===== config.mk =====
export PLATFORM = sky130hd
export DESIGN_NAME = dmem_console_port
export DESIGN_NICKNAME = d
export VERILOG_FILES = /design/src/rtl/dmem_console_pkg.sv /design/src/rtl/dmem_console_port_sync_fifo.sv /design/src/rtl/dmem_console_port.sv
export SDC_FILE = /design/constraint.sdc
export NUM_CORES = 1
export LEC_CHECK = 0
export BUFFER_PORTS_ARGS = -buffer_cell sky130_fd_sc_hd__buf_2
export CORE_UTILIZATION = 51
export DETAILED_ROUTE_END_ITERATION = 10
export PLACE_DENSITY = 0.88
export SLEW_MARGIN = 10
export SYNTH_ARGS = -nofsm -noshare
export SYNTH_HDL_FRONTEND = slang
export SYNTH_SLANG_ARGS = --single-unit

===== constraint.sdc =====
create_clock -name clk_i -period 2.9 [get_ports clk_i]
set_clock_uncertainty 0.15 [all_clocks]
set_input_delay 0.145 -clock clk_i [delete_from_list [all_inputs] [get_ports clk_i]]
set_output_delay 0.145 -clock clk_i [all_outputs]
set_load 0.01 [all_outputs]

===== src/rtl/dmem_console_pkg.sv =====
// rtl/dmem_console_pkg.sv - register offsets, bit indices and status packing for the console port
package dmem_console_pkg;

    localparam logic [1:0] OFF_TXDATA = 2'd0;
    localparam logic [1:0] OFF_STATUS = 2'd1;
    localparam logic [1:0] OFF_CTRL   = 2'd2;

    localparam int ST_EMPTY   = 0;
    localparam int ST_FULL    = 1;
    localparam int ST_OVF     = 2;
    localparam int ST_EN      = 3;
    localparam int ST_CNT_LSB = 8;

    localparam int CTRL_EN      = 0;
    localparam int CTRL_FLUSH   = 1;
    localparam int CTRL_OVF_CLR = 2;

    function automatic logic [31:0] status_word(
        input logic [7:0] cnt,
        input logic       en,
        input logic       ovf,
        input logic       full,
        input logic       empty
    );
        logic [31:0] w;
        w                     = '0;
        w[ST_CNT_LSB +: 8]    = cnt;
        w[ST_EN]              = en;
        w[ST_OVF]             = ovf;
        w[ST_FULL]            = full;
        w[ST_EMPTY]           = empty;
        return w;
    endfunction

endpackage


===== src/rtl/dmem_console_port_sync_fifo.sv =====
// rtl/dmem_console_port_sync_fifo.sv - single-clock FIFO with flush, unreset storage
module sync_fifo #(
    parameter int WIDTH = 8,
    parameter int DEPTH = 8
) (
    input  logic                     clk_i,
    input  logic                     rst_ni,
    input  logic                     push_i,
    input  logic                     pop_i,
    input  logic                     flush_i,
    input  logic [WIDTH-1:0]         wdata_i,
    output logic [WIDTH-1:0]         rdata_o,
    output logic [$clog2(DEPTH):0]   count_o,
    output logic                     full_o,
    output logic                     empty_o
);
    localparam int AW = $clog2(DEPTH);
    localparam int CW = AW + 1;

    logic [WIDTH-1:0] mem_q [DEPTH];
    logic [AW-1:0]    wr_ptr_q, wr_ptr_d;
    logic [AW-1:0]    rd_ptr_q, rd_ptr_d;
    logic [CW-1:0]    count_q, count_d;

    // Caller guarantees push only when not full (or popping) and pop only when not empty.
    always_comb begin
        wr_ptr_d = wr_ptr_q;
        rd_ptr_d = rd_ptr_q;
        count_d  = count_q;
        if (flush_i) begin
            wr_ptr_d = '0;
            rd_ptr_d = '0;
            count_d  = '0;
        end else begin
            if (push_i) wr_ptr_d = wr_ptr_q + 1'b1;
            if (pop_i)  rd_ptr_d = rd_ptr_q + 1'b1;
            case ({push_i, pop_i})
                2'b10:   count_d = count_q + 1'b1;
                2'b01:   count_d = count_q - 1'b1;
                default: count_d = count_q;
            endcase
        end
    end

    always_ff @(posedge clk_i) begin
        if (!rst_ni) begin
            wr_ptr_q <= '0;
            rd_ptr_q <= '0;
            count_q  <= '0;
        end else begin
            wr_ptr_q <= wr_ptr_d;
            rd_ptr_q <= rd_ptr_d;
            count_q  <= count_d;
        end
    end

    always_ff @(posedge clk_i) begin
        if (push_i && !flush_i) mem_q[wr_ptr_q] <= wdata_i;
    end

    assign rdata_o = mem_q[rd_ptr_q];
    assign count_o = count_q;
    assign full_o  = (count_q == CW'(DEPTH));
    assign empty_o = (count_q == '0);

endmodule


===== src/rtl/dmem_console_port.sv =====
// rtl/dmem_console_port.sv - memory-mapped console: TXDATA/STATUS/CTRL registers feeding a byte stream
module dmem_console_port #(
    parameter logic [31:0] BASE_ADDR = 32'h0000_0100,
    parameter int          DEPTH     = 8
) (
    input  logic        clk_i,
    input  logic        rst_ni,
    input  logic [31:0] dmem_A_i,
    input  logic [31:0] dmem_WD_i,
    input  logic        dmem_WE_i,
    input  logic [3:0]  dmem_WMASK_i,
    output logic [31:0] dmem_RD_o,
    output logic        sel_o,
    output logic [7:0]  tx_data_o,
    output logic        tx_valid_o,
    input  logic        tx_ready_i
);
    import dmem_console_pkg::*;

    localparam int CW = $clog2(DEPTH) + 1;

    logic [1:0]    offset;
    logic          wr_txdata, wr_ctrl;
    logic          fifo_push, fifo_pop, fifo_flush, fifo_full, fifo_empty;
    logic          ovf_set;
    logic [CW-1:0] fifo_count;
    logic [7:0]    cnt8;
    logic          enable_q, enable_d;
    logic          ovf_q, ovf_d;
    logic          unused_bits;

    assign sel_o     = (dmem_A_i[31:4] == BASE_ADDR[31:4]);
    assign offset    = dmem_A_i[3:2];
    assign wr_txdata = dmem_WE_i & sel_o & (offset == OFF_TXDATA) & dmem_WMASK_i[0];
    assign wr_ctrl   = dmem_WE_i & sel_o & (offset == OFF_CTRL)   & dmem_WMASK_i[0];

    // A pop in the same cycle frees the slot, so a push into a full FIFO is still accepted.
    assign tx_valid_o = enable_q & ~fifo_empty;
    assign fifo_pop   = tx_valid_o & tx_ready_i;
    assign fifo_push  = wr_txdata & (~fifo_full | fifo_pop);
    assign ovf_set    = wr_txdata & fifo_full & ~fifo_pop;
    assign fifo_flush = wr_ctrl & dmem_WD_i[CTRL_FLUSH];

    sync_fifo #(
        .WIDTH (8),
        .DEPTH (DEPTH)
    ) u_fifo (
        .clk_i   (clk_i),
        .rst_ni  (rst_ni),
        .push_i  (fifo_push),
        .pop_i   (fifo_pop),
        .flush_i (fifo_flush),
        .wdata_i (dmem_WD_i[7:0]),
        .rdata_o (tx_data_o),
        .count_o (fifo_count),
        .full_o  (fifo_full),
        .empty_o (fifo_empty)
    );

    always_comb begin
        enable_d = enable_q;
        ovf_d    = ovf_q;
        if (wr_ctrl) enable_d = dmem_WD_i[CTRL_EN];
        if (wr_ctrl && dmem_WD_i[CTRL_OVF_CLR]) ovf_d = 1'b0;
        else if (ovf_set)                       ovf_d = 1'b1;
    end

    always_ff @(posedge clk_i) begin
        if (!rst_ni) begin
            enable_q <= 1'b1;
            ovf_q    <= 1'b0;
        end else begin
            enable_q <= enable_d;
            ovf_q    <= ovf_d;
        end
    end

    always_comb begin
        cnt8          = '0;
        cnt8[CW-1:0]  = fifo_count;
    end

    always_comb begin
        dmem_RD_o = '0;
        if (sel_o) begin
            case (offset)
                OFF_STATUS: dmem_RD_o = status_word(cnt8, enable_q, ovf_q, fifo_full, fifo_empty);
                OFF_CTRL:   dmem_RD_o[CTRL_EN] = enable_q;
                default:    dmem_RD_o = '0;
            endcase
        end
    end

    assign unused_bits = ^{dmem_A_i[1:0], dmem_WD_i[31:8], dmem_WMASK_i[3:1]};

endmodule


==> results of run 1 <==
## power by group through the flow
stage	registers, mW	logic, mW	clock network [mW]
global placement	1.25	0.0707	0
CTS	1.22	0.0835	0.997
detailed placement	1.25	0.0740	0
finish	1.22	0.0839	0.973
global route	1.22	0.0941	1.04
floorplan	1.25	0.0512	0
## worst max-delay path: stages (launching register included)
cell and delay [ns]:
dfxtp_1 0.39, nor3_2 0.38, a31oi_1 0.16, nand2_1 0.12, ha_1 0.25, ha_1 0.26, a21o_1 0.21, a2111oi_0 0.36
nand4b_1 0.17, a31oi_1 0.09
## registers in the layout, indices dropped and copies added, names as in the netlist, named ones only
signal,flops
ovf_q,1
u_fifo.mem_q,64
u_fifo.wr_ptr_q,3
u_fifo.rd_ptr_q,3
u_fifo.count_o,4
enable_q,1
## what timing repair did
action	in CTS	in global routing
buffers inserted	0	0
hold buffers	9	0
hold endpoints to repair	68	0
gates resized for setup	0	0
## metal layers
layer	vias to the layer above	GRT usage	wire length [um]
met4	0	0.0611	44
li1	1112	-	-
met3	5	0.0531	454
met5	-	0	0
met2	91	0.344	3490
met1	1106	0.242	2800
## final cells by class
class                           count  area share
Timing Repair Buffer               80       0.108
Multi-Input combinational cell    158       0.295
Sequential cell                    79       0.507
Inverter                            8     0.00685
Tap cell                           96      0.0274
Clock inverter                      6      0.0265
Clock buffer                       10      0.0291
## through the flow
stage	utilization	total power [mW]
after floorplan	-	1.30
after global placement	0.586	1.32
after detailed placement	0.586	1.32
after CTS	0.635	2.30
after global routing	0.635	2.35
final	0.635	2.28
## cells in the mapped netlist, drive strengths merged, types with 2 or more instances
master and instances:
and4 4, nand2 12, dfxtp 15, edfxtp 64, o22ai 2, xor2 2, nor2 19, nand4b 2
nor4b 2, nand2b 3, o211a 3, a31oi 3, xnor2 2, and3 9, buf 32, mux2 8
nand4 3, a21oi 4, nor3 4, inv 8, a311oi 2, ha 8, nand3 5, nor4 11
mux4 16
## worst paths after layout
check	from	to	slack, ns	depth (start not counted)
setup / recovery	u_fifo.count_o[0]	u_fifo.count_o[3]	0.27	9
hold / removal	dmem_WMASK_i[0]	enable_q	0.11	3
setup reg to reg	u_fifo.count_o[0]	u_fifo.count_o[3]	0.27	9
hold reg to reg	ovf_q	ovf_q	0.35	1
## cells by family after synthesis
logic type / after synthesis / share of synthesized area
mux: 24 / 0.126
flops: 79 / 0.600
simple gates: 76 / 0.114
other cells: 1 / 0.00101
xor+xnor: 4 / 0.00946
buf+inv: 41 / 0.0737
fa+ha+maj: 9 / 0.0324
compound gates: 21 / 0.0439
==> flow_summary.toml, run 1 <==
[synth]
synthTopCellsByArea = "edfxtp_1 52%, dfxtp_1 8.1%, mux4_2 7.3%, buf_4 4.9%, mux4_1 2.8%"
synth.top_cell.area_share = 0.519
synthesis.area_sq_um = 3700
seq_area_frac_synth = 0.600
synth_flop_cell = "edfxtp_1"
synth_cell_types = 45
synth_edf_count = 64
syn_area_per_cell_sq_um = 14.5
synthCells = 255
yosysTopAreaCell = "edfxtp_1"
yosysWarnings = 0
synth.ff_latch_count = 79
ys_async_sr_fraction = 0

[power_and_ir_drop]
p_clk_frac = 0.427
irDropWorstVdd_uv = 300
sequentialPowerShare = 0.536
p_sw_frac = 0.195
p_leak_nw = 1.69
internal_power_mw = 1.83
power.density_nw_per_um2 = 520
power.switching_mw = 0.444
combPwrFrac = 0.037

[worst_setup_path]
worst_ep_required_time_ns = 2.98
worstSetupPathType = "flop to flop"
start_kind = "flop"
arrival_ns = 2.71
crit_path_max_fanout = 6
timing.critical_path.to_type = "flop"

[cells_and_area]
drive_above_1_share = 0.323
multiInputGateArea_sq_um = 1290
register_area_sq_um = 2220
layout.cells.non_filler = 437
final_cell_mix = "64 x edfxtp_1, 60 x buf_2, 24 x conb_1"
fin_nets = 417
fillCellCount = 518
layout_commonest_cell = "edfxtp_1"
syn_to_final_growth_pct = 18.4
diodes = 0
design_area_sq_um = 4380

[routing]
drt-vias-per-instance = 5.30
drtAntennaViolNets = 0
drc_errors = 0
wl_mm = 6.79
vias = 2314
post_drt_wl_per_cell_um = 15.5
drt_pass1_iterations = 4
drtIter0Drc = 132

[place]
portBuffers = 60
place_area_sq_um = 4050
placed_cells = 412
gp_congestion = 0.847
dp_slack_ns = 0.214
dpl.hpwl_mm = 4.67

[cts]
path_clk_slew_ns = 0.08
cts_sinks = 79
htree_num_levels = 3
cts_tree = "yes"
cts_made_buffers = 9
clockBufferDepth = 2
clock_latency_ns = 0.34
cts_root_buf = "clkbuf_8"

[timing]
whs_ns = 0.114
fmax_mhz = 380
setup_viol = 0
timing_hold_violations_final = 0
layout_min_cycle_time_ns = 2.63
worst_pin_slew_ns = 0.734
finalSetupTns_ns = 0
maxSlewViolCount = 0
rsz0062_at_grt = "false"
fin_ws_ns = 0.265
period_share = 0.909
relSlewSlack = 0.510

[floorplan]
die_y_um = 87.2
io_pins = 114
die_w_um = 87.2
rows = 30
start_util = 0.536
coreArea_sq_um = 6910
dieArea_sq_um = 7600

[run]
drv_cap = 0

[global_routing]
grt_start_max_net_pins = 17
overflow = 0
grt_pass1_vias = 2307
grt.total_usage = 0.198
antenna_found_initial = 0
grt_pass1_wl_mm = 11.0

[run_status]
status = "complete, no violations"

[hold_path]
hold_class = "primary input to flop"
Power figures use the tool's default switching activity.
==> run 2: changes to the inputs <==
--- a/config.mk
+++ b/config.mk
@@ -9,6 +9,7 @@
 export CORE_UTILIZATION = 51
 export DETAILED_ROUTE_END_ITERATION = 10
 export PLACE_DENSITY = 0.88
+export REMOVE_ABC_BUFFERS = 1
 export SLEW_MARGIN = 10
 export SYNTH_ARGS = -nofsm -noshare
 export SYNTH_HDL_FRONTEND = slang
==> flow_summary.toml, run 2 (synthesized netlist as in run 1, its figures left out) <==
[cts]
cts_sinks = 79
cts_root_buf = "clkbuf_8"
path_clk_slew_ns = 0.07
cts_made_buffers = 9
clockBufferDepth = 2
htree_num_levels = 3
clock_latency_ns = 0.35
cts_tree = "yes"
cts_resized = 0

[worst_setup_path]
worst_ep_required_time_ns = 2.99
crit_path_max_fanout = 6
start_kind = "flop"
reg2reg_from = "u_fifo.count_o[0]"
timing.critical_path.to_type = "flop"
rr_worst_depth = 9
r2r_end = "u_fifo.count_o[3]"
worstSetupPathType = "flop to flop"
r2r_setup_slack_ns = 0.23
arrival_ns = 2.76

[global_routing]
grt_util_met3 = 0.0483
gr-usage-met1 = 0.261
grt_busiest_layer = "met2"
grt_start_max_net_pins = 17
antenna_found_initial = 0
overflow = 0
grt_pass1_wl_mm = 11.5
grt.total_usage = 0.213
grtUsageMet2 = 0.368
grt_pass1_vias = 2282

[place]
dpl.hpwl_mm = 5.07
portBuffers = 60
gp_congestion = 0.877

[hold_path]
hold_depth = 3
min-delay-start = "dmem_WMASK_i[0]"
hold_class = "primary input to flop"
min_to = "enable_q"

[routing]
drtIter0Drc = 147
drt_pass1_iterations = 4
wl_mm = 7.41
post_drt_wl_per_cell_um = 16.9
drt-vias-per-instance = 5.42
drc_errors = 0
drtAntennaViolNets = 0
vias = 2378

[cells_and_area]
drive_above_1_share = 0.327
final_cell_mix = "64 x edfxtp_1, 60 x buf_2, 24 x conb_1"
syn_to_final_growth_pct = 17.9
fin_nets = 419
final_core_util = 0.632
largest-register = "u_fifo.mem_q"
largest_reg_flops = 64
diodes = 0
layout_commonest_cell = "edfxtp_1"

[power_and_ir_drop]
p_clk_frac = 0.385
power.density_nw_per_um2 = 487
irDropWorstVdd_uv = 225
sequentialPowerShare = 0.574
p_sw_frac = 0.203
p_leak_nw = 1.68
combPwrFrac = 0.041
internal_power_mw = 1.69
power.switching_mw = 0.432

[timing]
timing_hold_violations_final = 0
finalSetupTns_ns = 0
setup_viol = 0
maxSlewViolCount = 0
rsz0062_at_grt = "false"
relSlewSlack = 0.496
whs_ns = 0.144
period_share = 0.920
fmax_mhz = 375
layout_min_cycle_time_ns = 2.67
worst_pin_slew_ns = 0.755

[floorplan]
coreArea_sq_um = 6910
io_pins = 114
die_y_um = 87.2
rows = 30
start_util = 0.536
dieArea_sq_um = 7600
die_w_um = 87.2

[run_status]
status = "complete, no violations"

[run]
drv_cap = 0
## run 2: cell type report
| type | count | area (sq um) |
|---|---|---|
| fill | 544 | 2540 |
| sequential | 79 | 2220 |
| multi-input combinational | 158 | 1290 |
| timing repair buffer | 82 | 488 |
| clock buffer | 13 | 191 |
| tap | 96 | 120 |
| inverter | 8 | 30.0 |
| clock inverter | 3 | 21.3 |
## run 2: routing by layer
| metal | up-vias | share of wire |
|---|---|---|
| li1 | 1113 | - |
| met1 | 1140 | 0.39 |
| met2 | 117 | 0.52 |
| met3 | 8 | 0.075 |
| met4 | 0 | 0.011 |
| met5 | - | 0 |
## run 2: timing repair
item                      CTS  global route
hold buffers                9             0
hold endpoints to repair   68             0
setup buffers               0             0
## run 2: through the flow
| stage | instance area [sq um] | power, mW | setup WS (ns) | instances |
|---|---|---|---|---|
| floorplan | 3550 | 1.27 | 0.240 | 245 |
| global placement | 4060 | 1.32 | 0.252 | 414 |
| detailed placement | 4060 | 1.32 | 0.233 | 414 |
| CTS | 4370 | 2.14 | 0.271 | 439 |
| global route | 4370 | 2.20 | 0.0967 | 439 |
| finish | 4370 | 2.13 | 0.231 | 439 |
## run 2: power groups by stage
stage | sequential (mW) | combinational (mW) | clock (mW)
after floorplan | 1.25 | 0.0272 | 0
after global placement | 1.25 | 0.0720 | 0
after detailed placement | 1.25 | 0.0755 | 0
after CTS | 1.22 | 0.0855 | 0.837
after global routing | 1.22 | 0.0951 | 0.888
final | 1.22 | 0.0863 | 0.819
## run 2: how the worst max path moves through the flow
stage	start	to	slack, ns
2_1_floorplan	dmem_A_i[9]	u_fifo.count_o[3]	0.24
3_3_place_gp	dmem_A_i[9]	u_fifo.count_o[3]	0.25
3_5_place_dp	dmem_A_i[15]	u_fifo.count_o[3]	0.23
4_1_cts	u_fifo.count_o[0]	u_fifo.count_o[3]	0.27
5_1_grt	u_fifo.count_o[0]	u_fifo.count_o[3]	0.1
6_report	u_fifo.count_o[0]	u_fifo.count_o[3]	0.23
## run 2: critical path, stage by stage (launching register included)
cell and delay [ns]:
dfxtp_1 0.39, nor3_2 0.39, a31oi_1 0.18, nand2_1 0.12, ha_1 0.26, ha_1 0.26, a21o_1 0.20, a2111oi_0 0.36
nand4b_1 0.17, a31oi_1 0.08
==> run 3: changes to the inputs <==
--- a/config.mk
+++ b/config.mk
@@ -7,6 +7,7 @@
 export LEC_CHECK = 0
 export BUFFER_PORTS_ARGS = -buffer_cell sky130_fd_sc_hd__buf_2
 export CORE_UTILIZATION = 51
+export CTS_BUF_LIST = sky130_fd_sc_hd__clkbuf_4 sky130_fd_sc_hd__clkbuf_8 sky130_fd_sc_hd__clkbuf_16
 export DETAILED_ROUTE_END_ITERATION = 10
 export PLACE_DENSITY = 0.88
 export REMOVE_ABC_BUFFERS = 1
==> constraint.sdc (replaced) <==
create_clock -name clk_i -period 2.65 [get_ports clk_i]
set_clock_uncertainty 0.15 [all_clocks]
set_input_delay 0.1325 -clock clk_i [delete_from_list [all_inputs] [get_ports clk_i]]
set_output_delay 0.1325 -clock clk_i [all_outputs]
set_load 0.01 [all_outputs]
==> flow_summary.toml, run 3 (synthesized netlist as in run 1, its figures left out) <==
[run_status]
status = "complete, no violations"

[global_routing]
overflow = 0
grt.total_usage = 0.204
grt_pass1_vias = 2330
grt_pass1_wl_mm = 11.3
antenna_found_initial = 0
grt_start_max_net_pins = 17

[routing]
drtIter0Drc = 157
wl_mm = 7.12
drt_pass1_iterations = 4
drt-vias-per-instance = 5.32
drtAntennaViolNets = 0
post_drt_wl_per_cell_um = 16.1
vias = 2357
drc_errors = 0

[power_and_ir_drop]
power.density_nw_per_um2 = 538
p_leak_nw = 1.71
irDropWorstVdd_uv = 245

[timing]
period_share = 0.964
layout_min_cycle_time_ns = 2.56
fmax_mhz = 391
maxSlewViolCount = 0
worst_pin_slew_ns = 0.703
rsz0062_at_grt = "false"
fin_ws_ns = 0.0944
relSlewSlack = 0.530
timing_hold_violations_final = 0
whs_ns = 0.113
setup_viol = 0

[worst_setup_path]
r2r_end = "u_fifo.count_o[3]"
reg2reg_from = "u_fifo.count_o[0]"
path_depth = 9
crit_path_max_fanout = 6
crit_family = "compound AO/OA/AOI/OAI gates"
r2r_setup_slack_ns = 0.09
path_buf_inv = 0
start_kind = "flop"
rr_worst_depth = 9
crit_slowest_cell = "dfxtp_1"
arrival_ns = 2.63
path_cells = "nor3_2, a31oi_1, nand2_1, ha_1, ha_1, a21o_1, a2111oi_0, nand4b_1, a31oi_1"
cpPeakStageDelay_ns = 0.46
worstSetupPathType = "flop to flop"
worst_ep_required_time_ns = 2.72
timing.critical_path.to_type = "flop"

[cts]
cts_sinks = 79
path_clk_slew_ns = 0.08
cts_made_buffers = 9
hold_buffers = 9
postCtsSetupBuffers = 0
clock_latency_ns = 0.34
cts_tree = "yes"
clockBufferDepth = 2
htree_num_levels = 3
cts_resized = 0
cts_root_buf = "clkbuf_8"

[floorplan]
dieArea_sq_um = 7600
rows = 30
die_y_um = 87.2
die_w_um = 87.2
start_util = 0.536
coreArea_sq_um = 6910
io_pins = 114

[hold_path]
hold_class = "primary input to flop"
min_to = "enable_q"
hold_depth = 3
min-delay-start = "dmem_WMASK_i[0]"

[cells_and_area]
diodes = 0
drive_above_1_share = 0.337
final_cell_mix = "64 x edfxtp_1, 60 x buf_2, 24 x conb_1"
syn_to_final_growth_pct = 19.2
fillCellCount = 518
largest-register = "u_fifo.mem_q"
fin_nets = 423
largest_reg_flops = 64
layout_commonest_cell = "edfxtp_1"

[place]
dpl.hpwl_mm = 5.03
portBuffers = 60
dp_slack_ns = -0.0423
gp_congestion = 0.858

[run]
drv_cap = 0
run 3: cell type report:
| cell class | count | area, sq um | share of cell area |
|---|---|---|---|
| flip-flops and latches | 79 | 2220 | 0.504 |
| multi-input cells | 158 | 1290 | 0.293 |
| repair buffers | 86 | 518 | 0.117 |
| clock buffers | 15 | 223 | 0.0505 |
| well taps | 96 | 120 | 0.0272 |
| inverters | 8 | 30.0 | 0.00681 |
| clock inverters | 1 | 5.00 | 0.00113 |
run 3: worst max path at each step:
stage / from / endpoint
2_1_floorplan: dmem_A_i[9] / u_fifo.count_o[3]
3_3_place_gp: dmem_A_i[9] / u_fifo.count_o[3]
3_5_place_dp: dmem_A_i[11] / u_fifo.count_o[3]
4_1_cts: u_fifo.count_o[0] / u_fifo.count_o[3]
5_1_grt: u_fifo.count_o[0] / u_fifo.count_o[3]
6_report: u_fifo.count_o[0] / u_fifo.count_o[3]
run 3: power by group:
| part | total, mW | internal, mW | switching (mW) |
|---|---|---|---|
| clock | 0.941 | 0.541 | 0.400 |
| combinational | 0.0955 | 0.0396 | 0.0559 |
| sequential | 1.34 | 1.34 | 0.0000000000958 |
run 3: worst reg2reg max path: cells and delay by family (launching register included):
| kind | cells | cell delay, ns |
|---|---|---|
| AO/OA/AOI/OAI | 4 | 0.92 |
| flip-flops | 1 | 0.46 |
| adder cells (fa/ha/maj) | 2 | 0.52 |
| AND/OR/NAND/NOR | 3 | 0.37 |
run 3: layer usage:
metal | global-route usage | share of wire
met1 | 0.245 | 0.41
met2 | 0.364 | 0.51
met3 | 0.0389 | 0.061
met4 | 0.0775 | 0.014
met5 | 0 | 0
run 3: through the flow:
stage | setup TNS [ns] | total power, mW | instance area [sq um] | utilization | instances
global route | 0 | 2.45 | 4410 | 0.639 | 443
detailed placement | -0.0423 | 1.45 | 4090 | 0.593 | 418
CTS | 0 | 2.39 | 4410 | 0.639 | 443
finish | 0 | 2.37 | 4410 | 0.639 | 443
global placement | 0 | 1.45 | 4090 | 0.593 | 418
floorplan | 0 | 1.40 | 3550 | - | 245
